**config.mk**
```make
export PLATFORM = sky130hd
export DESIGN_NAME = mb_event_queue
export DESIGN_NICKNAME = d
export VERILOG_FILES = /design/src/rtl/mb_event_pkg.sv /design/src/rtl/mb_event_arb.sv /design/src/rtl/mb_event_queue.sv
export SDC_FILE = /design/constraint.sdc
export NUM_CORES = 1
export LEC_CHECK = 0
export ABC_AREA = 0
export BUFFER_PORTS_ARGS = -buffer_cell sky130_fd_sc_hd__clkbuf_2
export CAP_MARGIN = 25
export CORE_ASPECT_RATIO = 1.25
export CORE_UTILIZATION = 33
export CTS_CLUSTER_SIZE = 30
export DETAILED_ROUTE_END_ITERATION = 10
export PLACE_DENSITY = 0.53
export SETUP_SLACK_MARGIN = 0.2
export SYNTH_ARGS = -nofsm -noshare
export SYNTH_HDL_FRONTEND = slang
export SYNTH_SLANG_ARGS = --single-unit
```
**constraint.sdc**
```tcl
create_clock -name clk -period 5.55 [get_ports clk]
set_clock_uncertainty 0.05 [all_clocks]
set_input_delay 1.11 -clock clk [delete_from_list [all_inputs] [get_ports clk]]
set_output_delay 1.11 -clock clk [all_outputs]
set_load 0.01 [all_outputs]
```
**src/rtl/mb_event_pkg.sv**
```systemverilog
// Shared definitions for the Modbus event queue: event codes, default code width, clog2 helper.
package mb_event_pkg;

  localparam int EV_W_DEF = 3;

  typedef enum logic [EV_W_DEF-1:0] {
    EV_READY          = 3'd0,
    EV_FRAME_RECEIVED = 3'd1,
    EV_EXECUTE        = 3'd2,
    EV_FRAME_SENT     = 3'd3
  } mb_event_e;

  function automatic int mb_clog2(input int v);
    int r;
    r = 0;
    while ((1 << r) < v) r++;
    return r;
  endfunction

endpackage

```
**src/rtl/mb_event_arb.sv**
```systemverilog
// Fixed-priority arbiter: one-hot grant to the lowest-index active request. Purely combinational.
module mb_event_arb #(
  parameter int N = 2
) (
  input  logic [N-1:0] req_i,
  output logic [N-1:0] grant_o
);

  // Isolate the lowest set bit.
  assign grant_o = req_i & ~(req_i - N'(1));

endmodule

```
**src/rtl/mb_event_queue.sv**
```systemverilog
// Multi-source event FIFO with show-ahead head and sticky underflow flag.
// Optional macro MB_EVENT_COALESCE_EN drops a post that repeats the newest queued code.
module mb_event_queue
  import mb_event_pkg::*;
#(
  parameter int EV_W    = EV_W_DEF,
  parameter int DEPTH   = 4,
  parameter int NUM_SRC = 2,
  localparam int SRC_W  = (NUM_SRC > 1) ? mb_clog2(NUM_SRC) : 1,
  localparam int CNT_W  = mb_clog2(DEPTH + 1)
) (
  input  logic                    clk,
  input  logic                    rst_n,
  input  logic [NUM_SRC-1:0]      post_valid,
  input  logic [NUM_SRC*EV_W-1:0] post_event,
  output logic [NUM_SRC-1:0]      post_ready,
  input  logic                    get_req,
  output logic                    ev_valid,
  output logic [EV_W-1:0]         ev_code,
  output logic [SRC_W-1:0]        ev_src,
  output logic [CNT_W-1:0]        count,
  output logic                    underflow,
  input  logic                    err_clr
);

  localparam int PTR_W = mb_clog2(DEPTH);
  localparam int ENT_W = EV_W + SRC_W;

  logic [PTR_W-1:0] rd_ptr_q, rd_ptr_d;
  logic [PTR_W-1:0] wr_ptr_q, wr_ptr_d;
  logic [CNT_W-1:0] count_q, count_d;
  logic             underflow_q, underflow_d;
  logic [ENT_W-1:0] mem_q [DEPTH];

  logic [NUM_SRC-1:0] grant;
  logic [SRC_W-1:0]   win_idx;
  logic [EV_W-1:0]    win_code;
  logic               pop, room, accept, do_write;

  mb_event_arb #(.N(NUM_SRC)) u_arb (
    .req_i   (post_valid),
    .grant_o (grant)
  );

  always_comb begin
    win_idx  = '0;
    win_code = '0;
    for (int i = 0; i < NUM_SRC; i++) begin
      if (grant[i]) begin
        win_idx  = SRC_W'(i);
        win_code = post_event[i*EV_W +: EV_W];
      end
    end
  end

  assign ev_valid   = (count_q != '0);
  assign pop        = get_req & ev_valid;
  // A pop in the same cycle frees a slot, so a full queue can still accept.
  assign room       = (count_q < CNT_W'(DEPTH)) | pop;
  assign post_ready = grant & {NUM_SRC{room}};
  assign accept     = (|post_valid) & room;

`ifdef MB_EVENT_COALESCE_EN
  logic [PTR_W-1:0] last_ptr;
  logic             last_popped, last_match;
  assign last_ptr    = wr_ptr_q - PTR_W'(1);
  assign last_popped = pop & (count_q == CNT_W'(1));
  assign last_match  = (mem_q[last_ptr][ENT_W-1:SRC_W] == win_code);
  assign do_write    = accept & ~(ev_valid & ~last_popped & last_match);
`else
  assign do_write    = accept;
`endif

  always_comb begin
    rd_ptr_d    = pop      ? rd_ptr_q + PTR_W'(1) : rd_ptr_q;
    wr_ptr_d    = do_write ? wr_ptr_q + PTR_W'(1) : wr_ptr_q;
    count_d     = count_q;
    if (do_write && !pop)      count_d = count_q + CNT_W'(1);
    else if (!do_write && pop) count_d = count_q - CNT_W'(1);
    // Set takes priority over a simultaneous clear.
    underflow_d = (get_req & ~ev_valid) | (underflow_q & ~err_clr);
  end

  always_ff @(posedge clk or negedge rst_n) begin
    if (!rst_n) begin
      rd_ptr_q    <= '0;
      wr_ptr_q    <= '0;
      count_q     <= '0;
      underflow_q <= 1'b0;
    end else begin
      rd_ptr_q    <= rd_ptr_d;
      wr_ptr_q    <= wr_ptr_d;
      count_q     <= count_d;
      underflow_q <= underflow_d;
    end
  end

  always_ff @(posedge clk) begin
    if (do_write) mem_q[wr_ptr_q] <= {win_code, win_idx};
  end

  assign ev_code   = ev_valid ? mem_q[rd_ptr_q][ENT_W-1:SRC_W] : EV_W'(EV_READY);
  assign ev_src    = ev_valid ? mem_q[rd_ptr_q][SRC_W-1:0] : '0;
  assign count     = count_q;
  assign underflow = underflow_q;

endmodule

```
# Yosys cells after proc, flatten, opt, wreduce, memory -nomap -nowiden
# Memories as Yosys holds them, arrays and structs flattened.
# Cells that the tools add are included.
# classes
n_addsub,5
magnitude_cmp,1
muxes,9
bitwise_logic,11
reduce_logical,7
# ops
cell,count
2-to-1 mux 3 bit,5
"adder 2 x 1 -> 2 bit, second input constant",2
AND 1 bit,4
AND 2 bit,2
2-to-1 mux 1 bit,4
"adder 3 x 1 -> 3 bit, second input constant",1
"less-than comparator 3 bit, second input constant",1
nonzero test 3 bit,1
"subtractor 3 x 1 -> 3 bit, second input constant",1
logical AND 1 bit,2
logical NOT 1 bit,2
inverter 1 bit,2
inverter 2 bit,1
OR 1 bit,2
nonzero test 2 bit,1
OR reduction 2 bit,1
"subtractor 2 x 1 -> 2 bit, second input constant",1
# totals
ff_bits,8
ram_bits,16
mem_count,1
# mem_list
memory,depth,word_bits,read_ports,rd_clocked_by_memory_dff,wr,line_no,source
mem_q,4,4,1,0,1,mb_event_queue.sv:33,logic [ENT_W-1:0] mem_q [DEPTH];

# Longest topological paths before layout
# Gate-level depths: netlist (run 1).
# depth
depth_word,8
mapped_depth,9

# Cells and area by module
# Synthesis (run 1) repeated with hierarchy kept, for this count alone.
# unflattened
cells_unflattened,77
area_unflattened_um2,1127.3
# by_module_without_submodules
mod,instances,cells_per_inst,area_per_inst_um2,seq_area_each_um2
mb_event_queue,1,75,1106.1,680.7
mb_event_arb,1,2,21.3,0.0

# Worst setup path before layout (run 1)
# OpenSTA, ideal clock, no wires.
# synth_path
kind,input to output
startpoint,input post_valid[1]
endpoint,output post_ready[1]
arrival_time_ps,1662
required_time_ps,4390
slack_ps,2728
cell_stages,2
n_path_buf,0
cell_sequence,nor2b_1 -> nor2b_1
# synth_between
elab_chain_cells,4
# synth_lines
element,line_no,source
start: declaration,mb_event_queue.sv:14,"input logic [NUM_SRC-1:0] post_valid,"
subtractor 2 x 1 -> 2 bit,mb_event_arb.sv:10,assign grant_o = req_i & ~(req_i - N'(1));
inverter 2 bit,mb_event_arb.sv:10,
AND 2 bit (*),mb_event_arb.sv:10,
AND 2 bit (*),mb_event_queue.sv:60,assign post_ready = grant & {NUM_SRC{room}};
end: declaration,mb_event_queue.sv:16,"output logic [NUM_SRC-1:0] post_ready,"
# Mark *: on every way between the ends. The rest lies on a longest branch, timed or not.

# Worst setup path after layout (run 1)
# layout_path
startpoint,input post_valid[0]
endpoint,output post_ready[1]
# layout_between
elab_chain_cells,4
# layout_lines
element,line_no
subtractor 2 x 1 -> 2 bit,mb_event_arb.sv:10
inverter 2 bit,mb_event_arb.sv:10
AND 2 bit,mb_event_arb.sv:10
AND 2 bit,mb_event_queue.sv:60
# Every way passes these cells.

==> reports/results.ini, run 1 <==
[timing]
setup_viol = 0
max_freq_mhz = 318
worst_slew_pin_slew_ps = 485
layout_setup_ws_ps = 2400
slew-limit-headroom = 0.676
timing.hold.ws_ps = 473
period_share = 0.567
fin_crit_ps = 3150
fin_setup_tns_ps = 0
drv_slew = 0
rsz0062_at_grt = false
hold_violations = 0

[cts]
cts-htree-levels = 1
clock_path_buffers = 2
post_cts_resized = 0
cts_setup_buffers = 0
cts_hold_buf = 0
cts.sinks = 24
clock_latency_ps = 260
clk_pin_slew_ps = 90
cts-root-buf = clkbuf_8
cts_tree = built
cts_buffers = 3

[synth]
synth_cells = 71
yosysWarnings = 0
synth_seq_cells = 24
synth.distinct_cells = 21
syn_area_per_cell_um2 = 15.8
synth_nets = 89
synth.cell_area_um2 = 1120
seq_area_frac_synth = 0.608

[drt]
vias_per_cell = 4.53
drt-initial-drc-count = 0
wl_met3_um = 50
drc = 0
wire_per_inst_um = 13.6
wl_met1_um = 807
topRoutingLayerUsed = met4
wl_met2_um = 918
vias = 598
antenna_left = 0
dr.pass1.iters = 1
drt_wl_total_um = 1800

[setup_path]
cp_max_fo = 8
path_cells = clkbuf_2 -> nor2b_1 -> nor2b_1 -> clkbuf_2
r2r_slack_ps = 3320
crit_required_ps = 4390
slowest_delay_ps = 410
critPathKind = in2out
crit_slowest_cell = nor2b_1
worstSetupEndpointType = primary output
worstPathArrival_ps = 1990
cp-start-kind = primary input

[floorplanning]
initial_core_util = 0.347
rows = 23
design.die.area_um2 = 3630
io-pin-count = 23
core_area_um2 = 3220
die_w_um = 54.1
die_h_um = 67.1

[cells_and_area]
syn2layout_area_growth_pct = 18.9
stdcell_area_um2 = 1330
diodes = 0
fin_nets = 114
drive_above_1_share = 0.379
nFillCells = 328
layoutNonFillerInstCount = 132

[global_route]
grt_pass1_vias = 608
grt_usage = 0.120
overflow = 0
antenna_found_initial = 0
grt_pass1_wl_um = 3020
grt_max_degree = 15

[place]
hpwl_um = 1410
place_ws_ps = 2390
placed_cell_area_um2 = 1260
place_congestion = 0.629
dpl.cell_count = 128
portBuffers = 22

[power_and_ir_drop]
irDropWorstVdd_mv = 0.196
p_leak_nw = 0.553
powerDensity_nw_per_um2 = 537

[worst_hold_path]
hold_class = reg2reg

[outcome]
outcome = completed

[run]
maxCapViolCount = 0

[worst max-delay path, delay by kind of cell]
kind          cells  cell delay (ps)
simple gates      2              610
buf+inv           2              270
[where the power goes]
group          total (W)  switching, W  internal [W]  leakage [nW]
combinational   0.000261      0.000123      0.000139         0.273
clock           0.000151     0.0000546     0.0000962        0.0357
sequential      0.000303     0.0000463      0.000256         0.245
total           0.000715      0.000224      0.000491         0.553
[Yosys cell counts (all sizes together)]
| library cell | n | area [um^2] |
|---|---|---|
| or3 | 1 | 6.26 |
| fa | 1 | 20.0 |
| edfxtp | 16 | 480 |
| mux2 | 2 | 22.5 |
| ha | 5 | 62.6 |
| a22o | 3 | 26.3 |
| dfrtp | 8 | 200 |
| mux4 | 4 | 90.1 |
| nand3 | 1 | 10.0 |
| buf | 2 | 16.3 |
| o22ai | 1 | 6.26 |
| xor2 | 2 | 17.5 |
| nand2 | 1 | 11.3 |
| and2 | 8 | 50.1 |
| nor2b | 4 | 27.5 |
| xnor2 | 4 | 35.0 |
| inv | 5 | 18.8 |
| nor2 | 3 | 18.8 |
[layout make-up]
type,instances,area [um^2],area share
Timing Repair Buffer,22,110,0.0827
Sequential cell,24,681,0.511
Tap cell,37,46.3,0.0348
Clock buffer,3,41.3,0.0310
Clock inverter,1,30.0,0.0226
Multi-Input combinational cell,40,404,0.304
Inverter,5,18.8,0.0141
[stage by stage]
step	total power, W	utilization
2_1_floorplan	0.000497	-
3_3_place_gp	0.000572	0.391
3_5_place_dp	0.000576	0.391
4_1_cts	0.000727	0.413
5_1_grt	0.000772	0.413
6_report	0.000715	0.413
[path summary, 6_finish.rpt]
path,start,endpoint,cells past startpoint
worst max-delay path,post_valid[0],post_ready[1],4
max in group asynchronous,rst_n,wr_ptr_q[0],1
worst max register to register,count[2],count[2],8
worst min register to register,count[2],count[2],1
min in group asynchronous,rst_n,count[2],1
worst min-delay path,count[2],count[2],1
[routing by layer]
metal / vias up / global-route usage
met4: 0 / 0.0481
met1: 289 / 0.163
li1: 297 / -
met2: 10 / 0.190
met3: 2 / 0.0203
met5: - / 0
[logic make-up after synthesis]
| family | share of synthesized area |
|---|---|
| simple gates | 0.111 |
| compound gates | 0.0291 |
| flops | 0.608 |
| mux | 0.101 |
| buf+inv | 0.0313 |
| xor+xnor | 0.0469 |
| fa+ha+maj | 0.0737 |
[placed cells by master, fill, tap and decap left out, drive strengths merged, types with 2 or more instances in the layout]
cell	Yosys	layout
xnor2	4	4
mux4	4	4
xor2	2	2
ha	5	5
mux2	2	2
clkbuf	0	25
nor2	3	3
and2	8	8
edfxtp	16	16
nor2b	4	4
a22o	3	3
inv	5	5
dfrtp	8	8
[sequential cells by signal (all words and copies together) (netlist names)]
| register | flops |
|---|---|
| wr_ptr_q | 2 |
| underflow | 1 |
| rd_ptr_q | 2 |
| count | 3 |
| mem_q | 16 |
Power figures use the tool's default switching activity.
==> run 2: changes to the inputs <==
Settings changed: PLACE_DENSITY 0.53 to 0.55.
Clock period 5.55 ns to 2.89 ns, I/O delays scaled along.
==> reports/results.ini, run 2 (synthesis results as in run 1) <==
[outcome]
outcome = completed  ; unchanged

[floorplanning]
die_w_um = 54.1  ; unchanged
initial_core_util = 0.347  ; unchanged
rows = 23  ; unchanged
die_h_um = 67.1  ; unchanged
io-pin-count = 23  ; unchanged
design.die.area_um2 = 3630  ; unchanged
core_area_um2 = 3220  ; unchanged

[global_route]
grt_usage = 0.124  ; was 0.120
overflow = 0  ; unchanged
grt_pass1_vias = 663  ; was 608
grt_max_degree = 14  ; was 15
antenna_found_initial = 0  ; unchanged
grt_pass1_wl_um = 3110  ; was 3020 um

[timing]
fin_crit_ps = 2270
setup_viol = 0  ; unchanged
rsz0062_at_grt = false  ; unchanged
fin_setup_tns_ps = 0  ; unchanged
timing.hold.ws_ps = 105  ; was 473 ps
worst_slew_pin_slew_ps = 362  ; was 485 ps
drv_slew = 0  ; unchanged
hold_violations = 0  ; unchanged
max_freq_mhz = 441
period_share = 0.785
slew-limit-headroom = 0.759  ; was 0.676

[setup_path]
path_cells = mux4_2 -> and2_1 -> clkbuf_2  ; was clkbuf_2 -> nor2b_1 -> nor2b_1 -> clkbuf_2
r2r_slack_ps = 620  ; was 3320 ps
crit_buf_inv = 1  ; was 2
worstSetupEndpointType = primary output  ; unchanged
cp-start-kind = flip-flop  ; was primary input
cp_max_fo = 6  ; was 8
crit_required_ps = 2260  ; was 4390 ps
r2r-start = count[0]  ; was count[2]
crit_family = flip-flops  ; was simple AND/OR/NAND/NOR gates
r2r_cells = 8  ; unchanged
crit_slowest_cell = dfrtp_1  ; was nor2b_1
worstPathArrival_ps = 1640  ; was 1990 ps
critPathKind = reg2out  ; was in2out
slowest_delay_ps = 560  ; was 410 ps
regToRegEndpoint = count[2]  ; unchanged

[worst_hold_path]
hold_class = in2async  ; was reg2reg

[place]
dpl.cell_count = 129  ; was 128
portBuffers = 22  ; unchanged
placed_cell_area_um2 = 1270  ; was 1260 um^2
place_congestion = 0.661  ; was 0.629
hpwl_um = 1460  ; was 1410 um

[drt]
vias_per_cell = 4.57  ; was 4.53
drt-initial-drc-count = 7  ; was 0
antenna_left = 0  ; unchanged
wire_per_inst_um = 13.7  ; was 13.6 um
drt_wl_total_um = 1830  ; was 1800 um
dr.pass1.iters = 4  ; was 1
drc = 0  ; unchanged
vias = 608  ; was 598

[cts]
clock_latency_ps = 250  ; was 260 ps
cts_hold_buf = 0  ; unchanged
cts.sinks = 24  ; unchanged
cts-htree-levels = 1  ; unchanged
cts_buffers = 3  ; unchanged
cts_tree = built  ; unchanged
post_cts_resized = 0  ; unchanged
clock_path_buffers = 2  ; unchanged
cts-root-buf = clkbuf_8  ; unchanged
cts_setup_buffers = 0  ; unchanged
clk_pin_slew_ps = 80  ; was 90 ps

[power_and_ir_drop]
powerDensity_nw_per_um2 = 972  ; was 537 nW/um^2
irDropWorstVdd_mv = 0.486  ; was 0.196 mV
p_leak_nw = 0.546  ; was 0.553 nW

[cells_and_area]
layout_common_cells = clkbuf_2 (22), edfxtp_1 (16), and2_1 (8), dfrtp_1 (8)  ; unchanged
diodes = 0  ; unchanged
seqCellArea_um2 = 681  ; unchanged
largest_reg_flops = 16  ; unchanged
drive_above_1_share = 0.375  ; was 0.379
stdcell_area_um2 = 1310  ; was 1330 um^2
layoutNonFillerInstCount = 133  ; was 132
regMostFlops = mem_q  ; unchanged
nFillCells = 323  ; was 328
fin_nets = 115  ; was 114
syn2layout_area_growth_pct = 17.2  ; was 18.9%
final_common_cell = clkbuf_2  ; unchanged
multiInputGateArea_um2 = 404  ; unchanged

[run]
maxCapViolCount = 0  ; unchanged

-- run 2: changes by cell type in the layout (fill, tap and decap cells not counted) --
cell	previous run	this run
clkbuf_1	0	1
buf_4	0	1
bufinv_16	1	0
-- run 2: cell type report --
cell class                      count  share of cell area
Tap cell                           37              0.0353
Multi-Input combinational cell     40               0.308
Inverter                            5              0.0143
Clock buffer                        4              0.0343
Timing Repair Buffer               23              0.0896
Sequential cell                    24               0.519
-- run 2: how the worst max path moves through the flow --
| stage | from | end | slack [ps] | cells past startpoint |
|---|---|---|---|---|
| after floorplan | count[0] | count[2] | 760 | 9 |
| after global placement | count[0] | count[2] | 620 | 8 |
| after detailed placement | count[0] | count[2] | 610 | 8 |
| after CTS | rd_ptr_q[0] | ev_code[0] | 580 | 3 |
| after global routing | count[0] | count[2] | 450 | 8 |
| final | rd_ptr_q[0] | ev_code[2] | 620 | 3 |
-- run 2: worst register-to-register path: cells and delay by family (launching register included) --
family	cells	cell delay [ps]
buffers and inverters	1	60
xor gates and xnor gates	2	300
adders and majority gates	2	560
DFF	1	430
and+or+nand+nor	3	790
-- run 2: layer usage --
| metal | routed length, um | share of wire | track usage | up-vias |
|---|---|---|---|---|
| met5 | 0 | 0 | 0 | - |
| met4 | 34 | 0.019 | 0.0577 | 0 |
| met3 | 60 | 0.033 | 0.0180 | 4 |
| met2 | 963 | 0.53 | 0.213 | 12 |
| met1 | 766 | 0.42 | 0.148 | 287 |
| li1 | - | - | - | 305 |
-- run 2: power breakdown --
part	leakage, nW	internal [W]	switching (W)	total (W)
registers	0.245	0.000492	0.0000944	0.000587
logic	0.278	0.000264	0.000231	0.000496
clock network	0.0228	0.0000980	0.0000948	0.000193
total	0.546	0.000855	0.000421	0.00128
-- run 2: per-stage QoR --
stage	worst slack [ps]	total power [W]	utilization
after floorplan	756	0.000955	-
after global placement	621	0.00110	0.393
after detailed placement	606	0.00111	0.393
after CTS	576	0.00130	0.407
after global routing	452	0.00138	0.407
final	621	0.00128	0.407
==> run 3: changes to the inputs <==
Settings changed: PLACE_DENSITY 0.55 to 0.53.
Clock period 2.89 ns to 2.1 ns, I/O delays scaled along.
==> reports/results.ini, run 3 (synthesis results as in run 1) <==
[power_and_ir_drop]
irDropWorstVdd_mv = 0.813  ; was 0.486 mV
pwr-share-comb = 0.453  ; was 0.389
power_frac_seq = 0.365  ; was 0.460
netSwitchingPower_w = 0.000654  ; was 0.000421 W
sw_frac_of_total = 0.303  ; was 0.330
clkPwrFrac = 0.182  ; was 0.151
p_int_w = 0.00150  ; was 0.000855 W
p_leak_nw = 0.623  ; was 0.546 nW
powerDensity_nw_per_um2 = 1470  ; was 972 nW/um^2

[floorplanning]
core_area_um2 = 3220  ; unchanged
initial_core_util = 0.347  ; unchanged
die_h_um = 67.1  ; unchanged
die_w_um = 54.1  ; unchanged
rows = 23  ; unchanged
design.die.area_um2 = 3630  ; unchanged
io-pin-count = 23  ; unchanged

[global_route]
grt_max_degree = 15  ; was 14
antenna_found_initial = 0  ; unchanged
grt_pass1_vias = 688  ; was 663
grt_pass1_wl_um = 3370  ; was 3110 um
overflow = 0  ; unchanged
grt_usage = 0.137  ; was 0.124

[cts]
clk_pin_slew_ps = 80  ; about the same
cts-htree-levels = 1  ; unchanged
clock_path_buffers = 2  ; unchanged
cts-root-buf = clkbuf_8  ; unchanged
cts.sinks = 24  ; unchanged
clock_latency_ps = 260  ; was 250 ps
cts_tree = built  ; unchanged
cts_buffers = 3  ; unchanged

[timing]
max_freq_mhz = 508
slew-limit-headroom = 0.826  ; was 0.759
setup_viol = 0  ; unchanged
fin_crit_ps = 1970
period_share = 0.938
worst_slew_pin_slew_ps = 261  ; was 362 ps
drv_slew = 0  ; unchanged
hold_violations = 0  ; unchanged
fin_setup_tns_ps = 0  ; unchanged
layout_setup_ws_ps = 131  ; was 621 ps
rsz0062_at_grt = true  ; was false

[setup_path]
worstPathArrival_ps = 1500  ; was 1640 ps
critPathKind = reg2out  ; unchanged
r2r_slack_ps = 150  ; was 620 ps
cp_max_fo = 5  ; was 6
cp-start-kind = flip-flop  ; unchanged
crit_required_ps = 1630  ; was 2260 ps
worstSetupEndpointType = primary output  ; unchanged

[place]
place_congestion = 0.648  ; was 0.661
portBuffers = 22  ; unchanged
hpwl_um = 1540  ; was 1460 um
placed_cell_area_um2 = 1320  ; was 1270 um^2
place_ws_ps = 111  ; was 606 ps

[drt]
dr.pass1.iters = 4  ; unchanged
drt-initial-drc-count = 13  ; was 7
drt_wl_total_um = 2060  ; was 1830 um
vias = 674  ; was 608
antenna_left = 0  ; unchanged
wire_per_inst_um = 14.3  ; was 13.7 um
drc = 0  ; unchanged
vias_per_cell = 4.68  ; was 4.57

[cells_and_area]
diodes = 0  ; unchanged
drive_above_1_share = 0.514  ; was 0.375
seqCellArea_um2 = 683  ; was 681 um^2
nFillCells = 305  ; was 323
largest_reg_flops = 16  ; unchanged
layout_common_cells = clkbuf_2 (20), edfxtp_1 (16), buf_4 (10), and2_1 (6), dfrtp_1 (6)  ; was clkbuf_2 (22), edfxtp_1 (16), and2_1 (8), dfrtp_1 (8)
stdcell_area_um2 = 1470  ; was 1310 um^2
regMostFlops = mem_q  ; unchanged
final_common_cell = clkbuf_2  ; unchanged
fin_nets = 126  ; was 115
syn2layout_area_growth_pct = 31.4  ; was 17.2%
multiInputGateArea_um2 = 433  ; was 404 um^2

[outcome]
outcome = completed  ; unchanged

[run]
maxCapViolCount = 0  ; unchanged

[worst_hold_path]
hold_class = in2reg  ; was in2async

run 3: final timing paths:
path,cells past startpoint,endpoint,from
hold / removal,2,underflow,err_clr
min in group asynchronous,2,count[1],rst_n
setup / recovery,3,ev_code[2],rd_ptr_q[0]
hold reg to reg,2,underflow,underflow
setup reg to reg,8,count[2],count[1]
max in group asynchronous,2,rd_ptr_q[0],rst_n
run 3: layer usage:
layer / part of all wire / wire [um] / global-route usage / vias up
met3: 0.025 / 52 / 0.0135 / 2
met5: 0 / 0 / 0 / -
met2: 0.55 / 1130 / 0.235 / 10
met1: 0.41 / 852 / 0.169 / 340
met4: 0.012 / 24 / 0.0673 / 0
li1: - / - / - / 322
run 3: area by class of cell:
cell class	count	share of cell area
clock buffers	3	0.0281
clock inverters	1	0.0204
inverters	5	0.0128
multi-input cells	40	0.294
flip-flops and latches	24	0.464
well taps	37	0.0315
repair buffers	34	0.149
run 3: repair_timing:
action	4_1_cts	5_1_grt
endpoints found under the setup margin	6	6
buffers inserted	5	1
resized for setup	4	5
endpoints found under the hold margin	8	0
hold buffers	1	0
pin swaps	8	4
run 3: metrics by stage:
stage / total power [W] / cells / hold slack (ps) / util
3_3_place_gp: 0.00160 / 133 / 230 / 0.409
3_5_place_dp: 0.00163 / 133 / 227 / 0.409
4_1_cts: 0.00213 / 143 / 277 / 0.450
5_1_grt: 0.00231 / 144 / 290 / 0.457
6_report: 0.00216 / 144 / 282 / 0.457
2_1_floorplan: 0.00136 / 71 / 74.4 / -
run 3: power groups by stage:
| stage | combinational [W] | clock, W | sequential [W] |
|---|---|---|---|
| after global routing | 0.00108 | 0.000415 | 0.000814 |
| final | 0.000976 | 0.000393 | 0.000788 |
| after global placement | 0.000799 | 0 | 0.000805 |
| after detailed placement | 0.000822 | 0 | 0.000809 |
| after CTS | 0.000928 | 0.000402 | 0.000796 |
| after floorplan | 0.000578 | 0 | 0.000786 |
run 3: critical path, stage by stage, from the launching register on:
cell and delay (ps):
dfrtp_2 460, mux4_2 520, and2_4 150, buf_6 110
